<file path="src/rtl/fifo_wr_arbiter.sv">
// Two-requester write arbiter and pointer/count control for a FIFO built on an external memory.
// Define FIFO_ARB_LOCK_EN to let a streaming winner keep the grant while its valid stays high.
module fifo_wr_arbiter #(
  parameter int unsigned DATA_SIZE    = 8,
  parameter int unsigned ADDRESS_SIZE = 3
) (
  input  logic                    write_clk,
  input  logic                    write_rst_n,
  input  logic                    req0_valid,
  input  logic [DATA_SIZE-1:0]    req0_data,
  output logic                    req0_ready,
  input  logic                    req1_valid,
  input  logic [DATA_SIZE-1:0]    req1_data,
  output logic                    req1_ready,
  input  logic                    rd_en,
  output logic [DATA_SIZE-1:0]    write_data,
  output logic [ADDRESS_SIZE-1:0] write_address,
  output logic                    write_clk_en,
  output logic                    write_full,
  output logic [ADDRESS_SIZE-1:0] read_address,
  output logic                    empty,
  output logic [ADDRESS_SIZE:0]   count,
  output logic [1:0]              grant
);

  localparam logic [ADDRESS_SIZE:0] Depth = {1'b1, {ADDRESS_SIZE{1'b0}}};
  localparam logic [ADDRESS_SIZE:0] One   = {{ADDRESS_SIZE{1'b0}}, 1'b1};

  logic [ADDRESS_SIZE:0] wptr_q, wptr_d;
  logic [ADDRESS_SIZE:0] rptr_q, rptr_d;
  logic [ADDRESS_SIZE:0] count_q, count_d;
  logic                  last_grant_q, last_grant_d;  // 1: req1 won the most recent write
`ifdef FIFO_ARB_LOCK_EN
  logic                  lock_q, lock_d;
`endif

  logic       full_s;
  logic       empty_s;
  logic       do_write;
  logic       do_pop;
  logic [1:0] rr_grant;
  logic [1:0] grant_s;

  assign full_s  = (count_q == Depth);
  assign empty_s = (count_q == '0);

  // Round-robin pick; grant is also forced off while reset is held so nothing leaks out.
  always_comb begin
    rr_grant = 2'b00;
    if (req0_valid && req1_valid) begin
      rr_grant = last_grant_q ? 2'b01 : 2'b10;
    end else if (req0_valid) begin
      rr_grant = 2'b01;
    end else if (req1_valid) begin
      rr_grant = 2'b10;
    end

    grant_s = 2'b00;
    if (write_rst_n && !full_s) begin
      grant_s = rr_grant;
`ifdef FIFO_ARB_LOCK_EN
      if (lock_q && !last_grant_q && req0_valid) grant_s = 2'b01;
      if (lock_q &&  last_grant_q && req1_valid) grant_s = 2'b10;
`endif
    end
  end

  assign do_write = |grant_s;
  assign do_pop   = rd_en && !empty_s;

  always_comb begin
    wptr_d       = wptr_q;
    rptr_d       = rptr_q;
    count_d      = count_q;
    last_grant_d = last_grant_q;
    if (do_write) begin
      wptr_d       = wptr_q + One;
      last_grant_d = grant_s[1];
    end
    if (do_pop) begin
      rptr_d = rptr_q + One;
    end
    unique case ({do_write, do_pop})
      2'b10:   count_d = count_q + One;
      2'b01:   count_d = count_q - One;
      default: count_d = count_q;
    endcase
  end

`ifdef FIFO_ARB_LOCK_EN
  // The lock follows last_grant; it lapses on any cycle without an accepted write.
  always_comb begin
    lock_d = do_write;
  end

  always_ff @(posedge write_clk or negedge write_rst_n) begin
    if (!write_rst_n) begin
      lock_q <= 1'b0;
    end else begin
      lock_q <= lock_d;
    end
  end
`endif

  always_ff @(posedge write_clk or negedge write_rst_n) begin
    if (!write_rst_n) begin
      wptr_q       <= '0;
      rptr_q       <= '0;
      count_q      <= '0;
      last_grant_q <= 1'b0;
    end else begin
      wptr_q       <= wptr_d;
      rptr_q       <= rptr_d;
      count_q      <= count_d;
      last_grant_q <= last_grant_d;
    end
  end

  assign grant         = grant_s;
  assign req0_ready    = grant_s[0];
  assign req1_ready    = grant_s[1];
  assign write_clk_en  = do_write;
  assign write_data    = grant_s[1] ? req1_data : req0_data;
  assign write_address = wptr_q[ADDRESS_SIZE-1:0];
  assign read_address  = rptr_q[ADDRESS_SIZE-1:0];
  assign write_full    = full_s;
  assign empty         = empty_s;
  assign count         = count_q;

endmodule

</file>
<file path="config.mk">
export PLATFORM = sky130hd
export DESIGN_NAME = fifo_wr_arbiter
export DESIGN_NICKNAME = d
export VERILOG_FILES = /design/src/rtl/fifo_wr_arbiter.sv
export SDC_FILE = /design/constraint.sdc
export NUM_CORES = 1
export LEC_CHECK = 0
export BUFFER_PORTS_ARGS = -buffer_cell sky130_fd_sc_hd__buf_2
export CAP_MARGIN = 20
export CORE_MARGIN = 2
export CORE_UTILIZATION = 43
export CTS_CLUSTER_DIAMETER = 80
export CTS_CLUSTER_SIZE = 40
export DETAILED_ROUTE_END_ITERATION = 6
export GPL_TIMING_DRIVEN = 0
export PLACE_DENSITY = 0.78
export SETUP_SLACK_MARGIN = 0.15
export SYNTH_ARGS = -nofsm -noshare
export SYNTH_HDL_FRONTEND = slang
export SYNTH_SLANG_ARGS = --single-unit
export TNS_END_PERCENT = 5
</file>
<file path="constraint.sdc">
create_clock -name write_clk -period 3.34 [get_ports write_clk]
set_input_delay 0.501 -clock write_clk [delete_from_list [all_inputs] [get_ports write_clk]]
set_output_delay 0.501 -clock write_clk [all_outputs]
set_load 0.05 [all_outputs]
</file>
==> flow_metrics.tcl, run 1 <==
set metrics [dict create \
    max_stage_delay_ns 0.63 \
    detailedPlacementHpwl_um 1550 \
    end_kind "register" \
    fin_worst_skew_ns 0.00166 \
    required_ns 3.48 \
    period_needed_ns 2.68 \
    ys_seq_area_share_pct 33.6 \
    grt_start_max_net_pins 16 \
    ratio_of_cells_with_drive_above_1_in_the_final_layout_pct 59.2 \
    crit_start "count[0]" \
    max-clock-path-buffers 2 \
    fin_tns_setup_ns 0 \
    startpoint_type "register" \
    clock.fmax_mhz 374 \
    clkSinkCount 11 \
    global_route.overflow_total 0 \
    tritoncts "built" \
    ys.warnings.count 0 \
    timing.critical_path.fanout_max 9 \
    area.growth.synth_to_final_pct 39.1 \
    post-route-period-util_pct 80.1 \
    place_congestion 0.697 \
    regToRegSetupSlack_ns 0.66 \
    multi_input_area_um2 514 \
    cts.hold.buffers_added 0 \
    critical_path.cell_chain "buf_6 > o41ai_2 > inv_1 > ha_4 > ha_4 > or4b_2 > o311ai_0 > o211ai_1" \
    average_via_count_per_standard_cell 4.86 \
    cts-root-buf "clkbuf_4" \
    synth.lib_cells_used.distinct 27 \
    initial_core_util_pct 46.4 \
    fill_cells 164 \
    hold_path_class "in -> async" \
    detail_route.wirelength_um 1940 \
    ys_ff_latch 11 \
    power_density_over_cell_area_nw_per_um2 1020 \
    vdd_drop_max_v 0.000670 \
    drt.antenna.violating_nets 0 \
    worstPathBufferInverterCount 2 \
    worst_pin_slew_ns 0.501 \
    timing_max_transition_violations_final 0 \
    core_area_um2 1760 \
    placedCellCount 146 \
    rsz0062_at_grt "false" \
    setup_viol 0 \
    postSynthAreaPerCell_um2 10.8 \
    rows 15 \
    drt_iter0_drc 3 \
    ff2ff_path_depth 8 \
    cp_num_cells 8 \
    die_area_um2 2270 \
    chipHeight_um 47.6 \
    leak_pwr_uw 0.000573 \
    first_pass_iters 4 \
    arrival_ns 2.82 \
    outcome "finished clean" \
    post-cts-setup-buffer-count 0 \
    cts.reportedPaths.clkPinSlew_ns 0.07 \
    final_number_of_hold_violating_endpoints 0 \
    synthCells 76 \
    first_global_vias 639 \
    post_layout_nonfiller_instances 150 \
    groute.usage.overall_pct 18.2 \
    cpMostUsedCell "ha_4" \
    post-route-drc-count 0 \
    port_buffer_count 45 \
    antenna_found_initial 0 \
    insertion_delay_ns 0.26 \
    timing.critical_path.slowest_stage_cell "or4b_2" \
    numCtsBuffers 3 \
    regArea_um2 280 \
    headroom_to_the_max_slew_limit_pct 66.4 \
    wire_per_inst_um 12.9 \
    diodes 0 \
    cts-resized-gates 0 \
    finalNetCount 153 \
    grt_first_pass_wirelength_um 2920 \
    top_level_port_count 46 \
    syn_area_um2 818 \
    clock_tree.htree_level_count 1 \
    timing.setup.critical_path_class "reg -> reg" \
    crit-reg2reg-launch "count[0]" \
    via_count 729 \
    cap_viol_max_count 0 \
    synth.net_count 103 \
    floorplan.die.width_um 47.6 \
    report.power.total_uw 1160 \
    cell_type_group_with_the_largest_total_delay_on_the_critical_path "compound AO/OA/AOI/OAI gates" \
]
==> through the flow <==
| step | cell area (µm²) | setup WS, ns | hold slack, ns | utilization (%) |
|---|---|---|---|---|
| 2_1_floorplan | 856 | 0.162 | 0.205 | - |
| 3_3_place_gp | 1110 | 0.580 | 0.412 | 63.0 |
| 3_5_place_dp | 1110 | 0.525 | 0.423 | 63.0 |
| 4_1_cts | 1140 | 0.662 | 0.134 | 64.5 |
| 5_1_grt | 1140 | 0.444 | 0.147 | 64.5 |
| 6_report | 1140 | 0.663 | 0.132 | 64.5 |
==> routing by layer <==
layer  up-vias  global-route usage, %  wire length (µm)
met5         -                      0                 0
met4         0                   6.49                 0
met3         0                   1.13                55
met2        16                   29.7              1020
met1       349                   25.5               862
li1        364                      -                 -
==> synthesized netlist by cell type <==
| cell type | instances | share of area [%] |
|---|---|---|
| dfrtp_1 | 11 | 34 |
| mux2_2 | 10 | 14 |
| inv_1 | 8 | 3.7 |
| nand2_1 | 7 | 3.2 |
| ha_1 | 5 | 7.6 |
| nor3b_1 | 5 | 4.6 |
| o21ai_0 | 3 | 1.8 |
| xnor2_1 | 3 | 3.2 |
| xor2_1 | 3 | 3.2 |
| a21oi_1 | 2 | 1.2 |
| buf_4 | 2 | 1.8 |
| nand3_1 | 2 | 1.2 |
| a2111o_1 | 1 | 1.4 |
| buf_2 | 1 | 0.61 |
| buf_6 | 1 | 1.4 |
| fa_1 | 1 | 2.4 |
| mux2i_1 | 1 | 1.2 |
| nand2b_1 | 1 | 0.77 |
| nand4b_4 | 1 | 2.9 |
| nor2_1 | 1 | 0.46 |
| nor4_1 | 1 | 0.77 |
| nor4b_4 | 1 | 2.9 |
| o211ai_1 | 1 | 0.92 |
| o311ai_0 | 1 | 1.1 |
| o31ai_1 | 1 | 0.92 |
| o41ai_2 | 1 | 2.0 |
| or4b_2 | 1 | 1.2 |
==> kinds of logic (layout without fill, tap and decap cells) <==
kind of cell,Yosys count,after routing,share of synthesized area (%)
flops,11,11,33.6
fa+ha+maj,6,6,10.1
mux,11,11,15.0
simple gates,20,20,18.0
buf+inv,12,61,7.49
xor+xnor,6,6,6.42
compound gates,10,10,9.33
==> worst paths after layout <==
check	endpoint
worst min register to register	rptr_q[2]
worst max register to register	count[3]
worst min-delay path	wptr_q[0]
max in group asynchronous	count[0]
worst max-delay path	count[3]
min in group write_clk	rptr_q[2]
==> area by class of cell <==
| cell class | count | share of cell area (%) |
|---|---|---|
| Buffer | 4 | 2.75 |
| Timing Repair Buffer | 45 | 19.8 |
| Clock buffer | 4 | 2.31 |
| Sequential cell | 11 | 24.6 |
| Inverter | 8 | 2.64 |
| Tap cell | 25 | 2.75 |
| Multi-Input combinational cell | 53 | 45.2 |
==> power by group <==
group	total [µW]	switching (µW)	internal [µW]	leakage [µW]
clock	89.2	43.1	46.1	0.0000150
combinational	779	522	256	0.000432
sequential	292	83.7	209	0.000126
==> cell usage in the layout (no fill, tap or decap), types with 2 or more instances in the layout <==
| cell | count |
|---|---|
| dfrtp_2 | 4 |
| nand2_1 | 7 |
| o21ai_0 | 3 |
| ha_4 | 2 |
| a21oi_1 | 2 |
| ha_1 | 3 |
| dfrtp_1 | 7 |
| xnor2_1 | 3 |
| nor3b_1 | 5 |
| buf_2 | 46 |
| clkbuf_4 | 3 |
| inv_1 | 7 |
| mux2_2 | 10 |
| buf_4 | 2 |
| nand3_1 | 2 |
| xor2_1 | 3 |
==> flip-flops by register name (all words and copies together), names as in the netlist <==
signal / flops
last_grant_q: 1
rptr_q: 3
count: 4
wptr_q: 3
No activity file was read; power rests on OpenSTA's default activity.
==> inputs of run 2 (changes only) <==
CORE_UTILIZATION = 39   (was 43)
PLACE_DENSITY = 0.75   (was 0.78)
clock period = 2.2 ns   (was 3.34 ns; I/O delays follow)
==> run 2 against run 1 <==
The run now ends with setup timing left. Global-route usage rose by 2.4 points. Non-clock buffer count rose by 11. Maximum frequency rose by 18%. Sequential cell count did not move. Setup slack got worse by 0.74 ns. Combinational power rose by 82%. Count of clock-buffer cells in the layout did not move. Die area rose by 9.4%. Highest routed layer is now met4.
==> flow_metrics.tcl, run 2 (same netlist as run 1, synthesis figures left out) <==
set metrics [dict create \
    period_needed_ns 2.28 \
    largest_register_ffs 4 \
    fin_worst_skew_ns 0.00389 \
    tritoncts "built" \
    floorplan.die.width_um 49.8 \
    final_number_of_hold_violating_endpoints 0 \
    cts-root-buf "clkbuf_4" \
    min_path_cells 3 \
    detailedPlacementHpwl_um 1480 \
    rsz0062_at_grt "true" \
    fin_tns_setup_ns -0.189 \
    share_comb_of_total_power_pct 70.7 \
    report.power.total_uw 2010 \
    headroom_to_the_max_slew_limit_pct 68.0 \
    violations "setup timing" \
    placedCellCount 148 \
    wire_per_inst_um 14.7 \
    first_global_vias 855 \
    grt_first_pass_wirelength_um 3860 \
    startpoint_type "register" \
    max_stage_delay_ns 0.52 \
    required_ns 2.35 \
    hold_path_class "in -> reg" \
    layout_common_cells "buf_2, buf_4, nand2_1, dfrtp_1" \
    timing.final.ws_setup_ns -0.0758 \
    power_density_over_cell_area_nw_per_um2 1470 \
    insertion_delay_ns 0.27 \
    initial_core_util_pct 41.7 \
    timing.critical_path.fanout_max 3 \
    antenna_found_initial 0 \
    final_util_pct 69.8 \
    critical_path.cell_chain "buf_6 > buf_12 > o41ai_4 > inv_2 > ha_4 > ha_4 > or4b_4 > o311ai_4 > o211ai_1" \
    global_route.overflow_total 0 \
    p_clk_share_pct 7.0 \
    vdd_drop_max_v 0.000995 \
    reported_net_switching_power_uw 1070 \
    core_area_um2 1960 \
    drt_iter0_drc 12 \
    seq_power_share_pct 22.4 \
    post_layout_nonfiller_instances 164 \
    ratio_of_cells_with_drive_above_1_in_the_final_layout_pct 64.2 \
    worst_pin_slew_ns 0.478 \
    clock.fmax_mhz 439 \
    detail_route.wirelength_um 2420 \
    timing_max_transition_violations_final 0 \
    port_buffer_count 45 \
    timing.setup.critical_path_class "reg -> reg" \
    timing.critical_path.slowest_stage_cell "or4b_4" \
    power.share.switching_pct 53.1 \
    regToRegSetupSlack_ns -0.08 \
    max-clock-path-buffers 2 \
    grt_start_max_net_pins 12 \
    finalNetCount 165 \
    intPower_uw 941 \
    fin_hold_ws_ns 0.367 \
    cap_viol_max_count 0 \
    numCtsBuffers 3 \
    average_via_count_per_standard_cell 5.08 \
    layout_commonest_cell "buf_2" \
    drt.antenna.violating_nets 0 \
    area.growth.synth_to_final_pct 67.3 \
    chipHeight_um 49.8 \
    setup_viol 5 \
    post-route-period-util_pct 103 \
    cts.reportedPaths.clkPinSlew_ns 0.07 \
    diodes 0 \
    post-route-drc-count 0 \
    end_kind "register" \
    arrival_ns 2.42 \
    outcome "finished with violations" \
    place_congestion 0.710 \
    clock_tree.htree_level_count 1 \
    rows 16 \
    via_count 833 \
    groute.usage.overall_pct 20.6 \
    top_level_port_count 46 \
    cpMostUsedCell "ha_4" \
    ff2ff_path_depth 9 \
    die_area_um2 2480 \
    clkSinkCount 11 \
    leak_pwr_uw 0.000696 \
    first_pass_iters 4 \
]
run 2: cell count changes in the layout (fill, tap and decap cells not counted), moves of 5 or more:
cell,before,now
buf_2,46,33
buf_4,2,17
buf_6,1,6
mux2_2,10,5
mux2_4,0,5
run 2: power groups by stage:
stage	clock [µW]	sequential (µW)	combinational, µW
4_1_cts	144	460	1360
3_5_place_dp	0	450	1180
5_1_grt	153	463	1510
2_1_floorplan	0	756	623
3_3_place_gp	0	438	1170
6_report	140	450	1420
run 2: worst paths after layout:
kind / start / end
max: count[0] / count[3]
max in group asynchronous: write_rst_n / count[2]
min: write_rst_n / last_grant_q
max reg2reg: count[0] / count[3]
min reg2reg: rptr_q[2] / rptr_q[2]
min in group asynchronous: write_rst_n / rptr_q[1]
run 2: worst max-delay path: cells and delay by family, from the launching register on:
kind                     cells  cell delay (ns)
AO/OA/AOI/OAI                3             0.48
flip-flops                   1             0.40
adder cells (fa/ha/maj)      2             0.40
AND/OR/NAND/NOR              1             0.52
buffers and inverters        3             0.36
run 2: layout make-up:
| type | count | area (µm²) |
|---|---|---|
| Multi-Input combinational cell | 54 | 586 |
| Buffer | 3 | 26.3 |
| Fill cell | 145 | 593 |
| Clock buffer | 4 | 26.3 |
| Timing Repair Buffer | 57 | 387 |
| Sequential cell | 11 | 280 |
| Inverter | 8 | 30.0 |
| Tap cell | 27 | 33.8 |
run 2: what timing repair did:
action                                  CTS  global route
hold buffers                              1             0
cloned                                    1             0
endpoints found under the setup margin   14            16
pin swaps                                 7             5
setup buffers                             9             2
endpoints found under the hold margin    11             0
gates resized for setup                  25             5
run 2: layer usage:
| layer | track usage, % | vias to the layer above | share of wire (%) |
|---|---|---|---|
| met2 | 36.9 | 30 | 55 |
| met4 | 10.6 | 0 | 3.1 |
| met3 | 4.55 | 8 | 4.4 |
| li1 | - | 395 | - |
| met5 | 0 | - | 0 |
| met1 | 22.4 | 400 | 38 |
run 2: metrics by stage:
step / cell area, µm² / worst slack (ns)
finish: 1370 / -0.0758
detailed placement: 1120 / -0.347
global route: 1370 / -0.173
global placement: 1120 / -0.323
floorplan: 860 / -0.851
CTS: 1350 / -0.118
